$ cat src/rtl/riscv_pkg.sv
// -----------------------------------------------------------------------------
// riscv_pkg
// Shared RV32I definitions used by the load/store unit: the funct3 encodings
// for memory accesses, the LSU state enum and the access-legality check.
// No ports (package).
// -----------------------------------------------------------------------------
package riscv_pkg;

  // funct3 encodings shared by loads and stores (stores only use B/H/W).
  localparam logic [2:0] F3_B  = 3'b000;
  localparam logic [2:0] F3_H  = 3'b001;
  localparam logic [2:0] F3_W  = 3'b010;
  localparam logic [2:0] F3_BU = 3'b100;
  localparam logic [2:0] F3_HU = 3'b101;

  typedef enum logic [2:0] {
    IDLE,
    READ,
    CAPT,
    WRITE,
    RESP
  } lsu_state_t;

  // 1 when the request is misaligned or uses a funct3 with no defined access.
  function automatic logic lsu_access_err(input logic       we,
                                          input logic [2:0] funct3,
                                          input logic [1:0] off);
    logic err;
    err = 1'b0;
    if (we) begin
      case (funct3)
        F3_B:    err = 1'b0;
        F3_H:    err = off[0];
        F3_W:    err = |off;
        default: err = 1'b1;
      endcase
    end else begin
      case (funct3)
        F3_B, F3_BU: err = 1'b0;
        F3_H, F3_HU: err = off[0];
        F3_W:        err = |off;
        default:     err = 1'b1;
      endcase
    end
    return err;
  endfunction

endpackage

$ cat src/rtl/lsu_align.sv
// -----------------------------------------------------------------------------
// lsu_align
// Purely combinational lane logic for the LSU.
//   funct3     in   access type (RV32I encoding)
//   off        in   byte offset within the word (addr[1:0])
//   rdata      in   word read from memory
//   wdata      in   right-aligned store data (only 16 bits can ever be merged)
//   load_data  out  extracted lane, sign/zero-extended to 32 bits
//   store_word out  rdata with the store bytes merged into the addressed lane
// -----------------------------------------------------------------------------
module lsu_align
  import riscv_pkg::*;
(
  input  logic [2:0]  funct3,
  input  logic [1:0]  off,
  input  logic [31:0] rdata,
  input  logic [15:0] wdata,
  output logic [31:0] load_data,
  output logic [31:0] store_word
);

  logic [7:0]  byte_lane;
  logic [15:0] half_lane;

  always_comb begin
    // NOTE: every output of a combinational block gets a default first, so no
    // path through the case statements leaves it unassigned (no latch).
    byte_lane  = 8'(rdata >> {off, 3'b000});
    half_lane  = off[1] ? rdata[31:16] : rdata[15:0];
    load_data  = '0;
    store_word = rdata;

    case (funct3)
      F3_B:    load_data = {{24{byte_lane[7]}}, byte_lane};
      F3_BU:   load_data = {24'd0, byte_lane};
      F3_H:    load_data = {{16{half_lane[15]}}, half_lane};
      F3_HU:   load_data = {16'd0, half_lane};
      F3_W:    load_data = rdata;
      default: load_data = '0;
    endcase

    // Read-modify-write merge for sub-word stores; untouched bytes keep rdata.
    case (funct3)
      F3_B: store_word[{off, 3'b000} +: 8] = wdata[7:0];
      F3_H: begin
        if (off[1]) store_word[31:16] = wdata;
        else        store_word[15:0]  = wdata;
      end
      default: store_word = rdata;
    endcase
  end

endmodule

$ cat src/rtl/lsu.sv
// -----------------------------------------------------------------------------
// lsu
// RV32I load/store unit in front of a word-wide memory with one-cycle
// registered read data. Sub-word stores are done as read-modify-write.
//   clk, rst_n                     clock, synchronous active-low reset
//   req_valid/req_ready            request handshake (ready only in IDLE)
//   req_we, req_funct3, req_addr,
//   req_wdata                      request fields, latched on handshake
//   resp_valid                     one-cycle completion pulse
//   resp_rdata, resp_err           load result / error flag, valid with resp_valid
//   mem_addr                       word-aligned memory address
//   mem_r_enable, mem_w_enable     one-cycle read / full-word write strobes
//   mem_wdata, mem_rdata           memory write word / registered read word
// -----------------------------------------------------------------------------
module lsu
  import riscv_pkg::*;
(
  input  logic        clk,
  input  logic        rst_n,
  input  logic        req_valid,
  output logic        req_ready,
  input  logic        req_we,
  input  logic [2:0]  req_funct3,
  input  logic [31:0] req_addr,
  input  logic [31:0] req_wdata,
  output logic        resp_valid,
  output logic [31:0] resp_rdata,
  output logic        resp_err,
  output logic [31:0] mem_addr,
  output logic        mem_r_enable,
  output logic        mem_w_enable,
  output logic [31:0] mem_wdata,
  input  logic [31:0] mem_rdata
);

  lsu_state_t  state, state_next;

  logic        handshake;
  logic        req_err;
  logic        req_is_sw;

  logic        op_we;
  logic [2:0]  op_funct3;
  logic [1:0]  op_off;
  logic [15:0] op_wdata;

  logic [31:0] load_data;
  logic [31:0] store_word;

  assign handshake = req_valid && req_ready;
  assign req_err   = lsu_access_err(req_we, req_funct3, req_addr[1:0]);
  assign req_is_sw = req_we && (req_funct3 == F3_W);

  // ---------------------------------------------------------------------------
  // State register
  // ---------------------------------------------------------------------------
  always_ff @(posedge clk) begin
    // NOTE: sequential state is always assigned with <= so every flop samples
    // the pre-edge values regardless of statement order.
    if (!rst_n) state <= IDLE;
    else        state <= state_next;
  end

  // ---------------------------------------------------------------------------
  // Next state and strobes
  // ---------------------------------------------------------------------------
  always_comb begin
    state_next   = state;
    req_ready    = 1'b0;
    resp_valid   = 1'b0;
    mem_r_enable = 1'b0;
    mem_w_enable = 1'b0;

    case (state)
      IDLE: begin
        req_ready = 1'b1;
        if (req_valid) begin
          if (req_err)        state_next = RESP;
          else if (req_is_sw) state_next = WRITE;
          else                state_next = READ;
        end
      end
      // Strobes are gated by rst_n so a reset landing on the strobe cycle
      // abandons the access at the memory as well, not only inside the LSU.
      READ: begin
        mem_r_enable = rst_n;
        state_next   = CAPT;
      end
      CAPT: begin
        state_next = op_we ? WRITE : RESP;
      end
      WRITE: begin
        mem_w_enable = rst_n;
        state_next   = RESP;
      end
      RESP: begin
        resp_valid = 1'b1;
        state_next = IDLE;
      end
      default: state_next = IDLE;
    endcase
  end

  // ---------------------------------------------------------------------------
  // Request operands
  // ---------------------------------------------------------------------------
  // NOTE: these are pure data latches qualified by the handshake; nothing reads
  // them before a handshake has loaded them, so they carry no reset.
  always_ff @(posedge clk) begin
    if (handshake) begin
      op_we     <= req_we;
      op_funct3 <= req_funct3;
      op_off    <= req_addr[1:0];
      op_wdata  <= req_wdata[15:0];
    end
  end

  // ---------------------------------------------------------------------------
  // Response and memory-side registers
  // ---------------------------------------------------------------------------
  always_ff @(posedge clk) begin
    if (!rst_n) begin
      resp_rdata <= '0;
      resp_err   <= 1'b0;
      mem_addr   <= '0;
      mem_wdata  <= '0;
    end else begin
      if (handshake) begin
        // Stores and errors respond with zero data; loads overwrite in CAPT.
        resp_rdata <= '0;
        resp_err   <= req_err;
        if (!req_err) begin
          mem_addr <= {req_addr[31:2], 2'b00};
          if (req_is_sw) mem_wdata <= req_wdata;
        end
      end
      if (state == CAPT) begin
        if (op_we) mem_wdata  <= store_word;
        else       resp_rdata <= load_data;
      end
    end
  end

  lsu_align u_align (
    .funct3     (op_funct3),
    .off        (op_off),
    .rdata      (mem_rdata),
    .wdata      (op_wdata),
    .load_data  (load_data),
    .store_word (store_word)
  );

endmodule

$ cat config.mk
export PLATFORM = sky130hd
export DESIGN_NAME = lsu
export DESIGN_NICKNAME = d
export VERILOG_FILES = /design/src/rtl/riscv_pkg.sv /design/src/rtl/lsu_align.sv /design/src/rtl/lsu.sv
export SDC_FILE = /design/constraint.sdc
export NUM_CORES = 1
export LEC_CHECK = 0
export CAP_MARGIN = 20
export CORE_MARGIN = 2
export CORE_UTILIZATION = 41
export DETAILED_ROUTE_END_ITERATION = 8
export PLACE_DENSITY = 0.77
export SYNTH_ARGS = -nofsm -noshare
export SYNTH_HDL_FRONTEND = slang
export SYNTH_SLANG_ARGS = --single-unit
$ cat constraint.sdc
create_clock -name clk -period 2.4 [get_ports clk]
set_input_delay 0.6 -clock clk [delete_from_list [all_inputs] [get_ports clk]]
set_output_delay 0.6 -clock clk [all_outputs]
set_load 0.05 [all_outputs]
-- After elaboration in Yosys (flattened, before gate mapping)
Cells that the tools add are included.
Widths: inputs -> output; s select.
- register bits after elaboration: 120
- bits of input ports: 103
- output and inout port bits: 101
- logic and storage cells: 62
- $add $sub $neg: 1
- equality and inequality tests: 13
- shifts and indexed selects: 3
- multiplexer cells: 26
- bitwise operators: 1
- reduce and logical (&&, ||, !) cells: 9
- operators with widths (kind ; number):
    $mux 32 ; 8
    $pmux 32 s5 ; 1
    $pmux 32 s2 ; 1
    $mux 16 ; 3
    $bwmux 32 ; 1
    $shift 8x7->32 const A ; 1
    $shiftx 8x7->32 ; 1
    $shr 32x5->8 ; 1
    $eq 3x3->1 const B ; 5
    $eq 3x2->1 const B ; 4
    $pmux 3 s4 ; 1
    $eq 3x1->1 const B ; 3
    $logic_not 3->1 ; 3
    $mux 3 ; 3
    $neg 5->7 ; 1
    $pmux 1 s3 ; 2
    $reduce_or 2->1 ; 3
    $mux 1 ; 5
    $logic_and 1x1->1 ; 2
    $mux 2 ; 1
    $ne 2x2->1 const B ; 1
    $reduce_and 2->1 ; 1
    $not 1->1 ; 1

-- Longest topological paths before layout
- depth after elaboration: 8
- gate-level depth with buffers: 9

-- Hierarchy
Synthesis repeated with hierarchy kept, for this count alone.
- cell total of the unflattened synthesis: 697
- area total of the unflattened synthesis: 6045.8 sq um
- modules (own cells, without submodules) (module ; instances ; cells an instance ; area an instance (sq um) ; sequential area each (sq um)):
    lsu ; 1 ; 514 ; 4722.0 ; 2622.5
    lsu_align ; 1 ; 183 ; 1323.8 ; 0.0

-- Worst setup path after synthesis
OpenSTA, ideal clock, no wires.
- path kind: input to register
- from: input port req_valid
- to: register mem_wdata[18]
- library setup time: 0.138 ns
- arrival: 2.332 ns
- data required time: 2.262 ns
- path slack: -0.070 ns
- cell stages on the path: 5
- buffers on the path: 1
- cells stage by stage: nor4b_4 > nand4_2 > buf_4 > mux2i_1 > o221ai_1
- longest elaborated chain between the ends: 4
- ends and longest elaborated chain (item ; RTL line ; source):
    start, declared ; lsu.sv:20 ; input logic req_valid,
    $logic_and 1x1->1 * ; lsu.sv:50 ; assign handshake = req_valid && req_ready;
    $mux 32 * ; lsu.sv:128 ; if (handshake) begin
    $mux 32 ; lsu.sv:138 ; if (op_we) mem_wdata <= store_word;
    $mux 32 * ; lsu.sv:137 ; if (state == CAPT) begin
    end signal, assigned ; lsu.sv:134 ; if (req_is_sw) mem_wdata <= req_wdata;
    end signal, assigned ; lsu.sv:138 ;
    end, declared ; lsu.sv:32 ; output logic [31:0] mem_wdata,
Mark *: on every way between the ends. The rest lies on a longest branch, timed or not.
A chain may end at the register's enable or synchronous reset.

-- Final worst setup path
- from: register resp_rdata[18]
- to: output port resp_rdata[18]
- RTL lines (item ; RTL line ; source):
    start, declared ; lsu.sv:27 ; output logic [31:0] resp_rdata,
    start signal, assigned ; lsu.sv:139 ; else resp_rdata <= load_data;
No word-level cell between the ends.

==> run metrics <==
outcome=completed; RSZ-0062 raised after global routing=no; RePlAce Congestion=0.895; Layout area overhead=50.2%; Slew Viols, Final=0; IO Count=204; register area share after synthesis=0.451; WS Path Type=reg2out; Die Width=around 120 um; CTS max path bufs=2; total gr overflow=0; placed cell area=0.00814 mm2; pre-CTS WS=-0.0885 ns; final hold violation count=0; Gate power share=0.179; Max FO, Critical Path=3; Clock power frac=0.434; slowest CP cell=clkdlybuf4s50_1; share of cells above drive strength 1=0.147; clock net sink count=120; cts bufs inserted=17; n_diodes=0; placed cells=just under 1000; Post-Syn Area per Cell=9.72 um2; Cell variety after synth=66; Yosys reg bits=120; Synth Instances=598; Worst slew margin=0.497; GRT Total Usage=0.268; Core Box Area=around 0.014 mm2; power per cell area=660 mW/mm2; WL final=20.0 mm; actual slew at the worst max-slew pin=0.754 ns; Async SR Flop Fraction=0; hold endpoint=mem_addr[30]; non-filler cells, final=1003; sequential power share=0.387; fin nets=918; Synth Warn #=0; vias post-DR=5825; Via density=5.81; clock transition at the registers of the reported paths=0.06 ns; initial antenna violation count=0; CTS root buffer=clkbuf_16; IO buf count=201; HPWL Detailed=~15 mm; Period minus WS final=roughly 2.2 ns; Die H=123 um; Hold Path Stages=2; cell breakdown of the critical path=clkdlybuf4s50_1; initial DRC count=573; Post-synth EDFFs=22; hold crit path type=reg2reg; Worst Path Required=1.80 ns; Initial Util=0.419; hold_buf cts=0; R2R Path End=resp_rdata[6]; critical path startpoint category=flip-flop; net switching fraction of the power=0.278; largest net degree at the start of global routing=61; vias in the first global route=5699; # rows=between 40 and 50; DRT Pass-1 Iters=8; first-pass GRT wire length=30.9 mm; Resize count post-CTS=0; ys flop type=dfxtp_1; fmax=452 MHz; DR WL/cell=19.9 um; Tcrit/Tclk final=0.921; NetSw=0.00160 W; final non-filler cell area=0.00873 mm2; Syn Std Cell Area=0.00581 mm2; Setup Buffers After CTS=0; # DRC=0; Skew-Pair Late Insertion Delay=0.41 ns; Worst Reg-to-Reg Cells=4; hold path startpoint=mem_addr[30]; Buf/Inv on CP=1; worst setup margin=between 0.15 and 0.2 ns; Crit path max-delay family=buffers and inverters; CP arrival=1.61 ns; cell internal pwr=0.00416 W; final setup vio count=0; Worst Setup End Kind=output port; Crit Reg-Reg Startpoint=op_funct3[0]; skew final=0.00954 ns; VDD IR max=~0.49 mV; R2R setup slack=0.23 ns; leakage=3.19 nW; Crit path largest cell delay=0.82 ns; max_cap viols=0; die area=0.0151 mm2; CTS tree=yes; Final ANT Viol Nets=0; CTS H-tree lvls=4
-- how the worst max path moves through the flow --
stage	startpoint	to	slack, ns	depth (start not counted)
final	resp_rdata[18]	resp_rdata[18]	0.19	1
after global placement	mem_rdata[31]	resp_rdata[21]	-0.0004	6
after CTS	resp_rdata[2]	resp_rdata[2]	0.17	1
after floorplan	req_valid	mem_wdata[10]	-0.06	4
after detailed placement	mem_rdata[31]	resp_rdata[11]	-0.09	5
after global routing	op_funct3[0]	mem_wdata[27]	0.14	4
-- sequential cells by signal (all words and copies together), names as in the netlist --
register,flops
op_off,2
mem_wdata,32
resp_rdata,32
op_funct3,3
resp_err,1
mem_addr,30
state,3
op_wdata,16
op_we,1
-- kinds of logic (layout without fill, tap and decap cells) --
kind of cell / Yosys count / after routing / share of synthesized area
DFF: 120 / 120 / 0.451
and+or+nand+nor: 195 / 195 / 0.177
AOI/OAI and AO/OA: 185 / 185 / 0.242
buffers and inverters: 62 / 286 / 0.0605
other: 1 / 2 / 0.000645
adders and majority gates: 5 / 5 / 0.0108
muxes: 30 / 30 / 0.0568
-- cell usage in the layout (no fill, tap or decap), drive strengths merged, types with 15 or more instances in the layout --
master	count
a211oi	34
a21oi	19
a221oi	20
a22oi	24
buf	47
clkbuf	23
clkdlybuf4s50	196
dfxtp	98
edfxtp	22
mux2i	15
nand2	60
nand3	41
nor2	33
nor3	19
o21ai	36
-- through the flow --
step                hold WS, ns  setup TNS [ns]  utilization  power [W]
finish                    0.466               0        0.629    0.00576
global route              0.493               0        0.629    0.00596
CTS                       0.471               0        0.629    0.00577
detailed placement        0.455          -0.500        0.586    0.00329
global placement          0.453        -0.00134        0.586    0.00327
floorplan                 0.569          -0.467            -    0.00283
-- power groups by stage --
stage	logic (W)	clock network, W	registers [W]
floorplan	0.000425	0	0.00240
global placement	0.00101	0	0.00227
detailed placement	0.00102	0	0.00227
CTS	0.00103	0.00251	0.00223
global route	0.00109	0.00263	0.00224
finish	0.00103	0.00250	0.00223
-- cell usage after synthesis, types with 12 or more instances --
cell type,number,share of area
dfxtp_1,98,0.34
nand2_1,60,0.039
nand3_1,41,0.035
o21ai_0,32,0.028
nor2_1,30,0.019
a22oi_1,24,0.031
a211oi_1,22,0.028
edfxtp_1,22,0.11
a221oi_1,20,0.030
nor3_1,19,0.016
a21oi_1,18,0.016
clkbuf_1,15,0.0097
mux2i_1,15,0.026
buf_2,14,0.012
mux2_2,14,0.027
a211oi_2,12,0.026
buf_4,12,0.016
o2bb2ai_1,12,0.018
-- area by class of cell --
cell class              count  area (um2)
multi-input cells         417        2850
repair buffers            243        2400
flip-flops and latches    120        2620
fillers                  1110        5150
well taps                 180         225
inverters                  11        41.3
clock buffers              23         500
clock inverters             9        86.3
-- per-layer routing --
layer	GRT usage	part of all wire	up-vias
li1	-	-	2712
met1	0.330	0.39	2721
met2	0.439	0.47	344
met3	0.0812	0.10	48
met4	0.105	0.030	0
met5	0	0	-
Power figures use the tool's default switching activity.
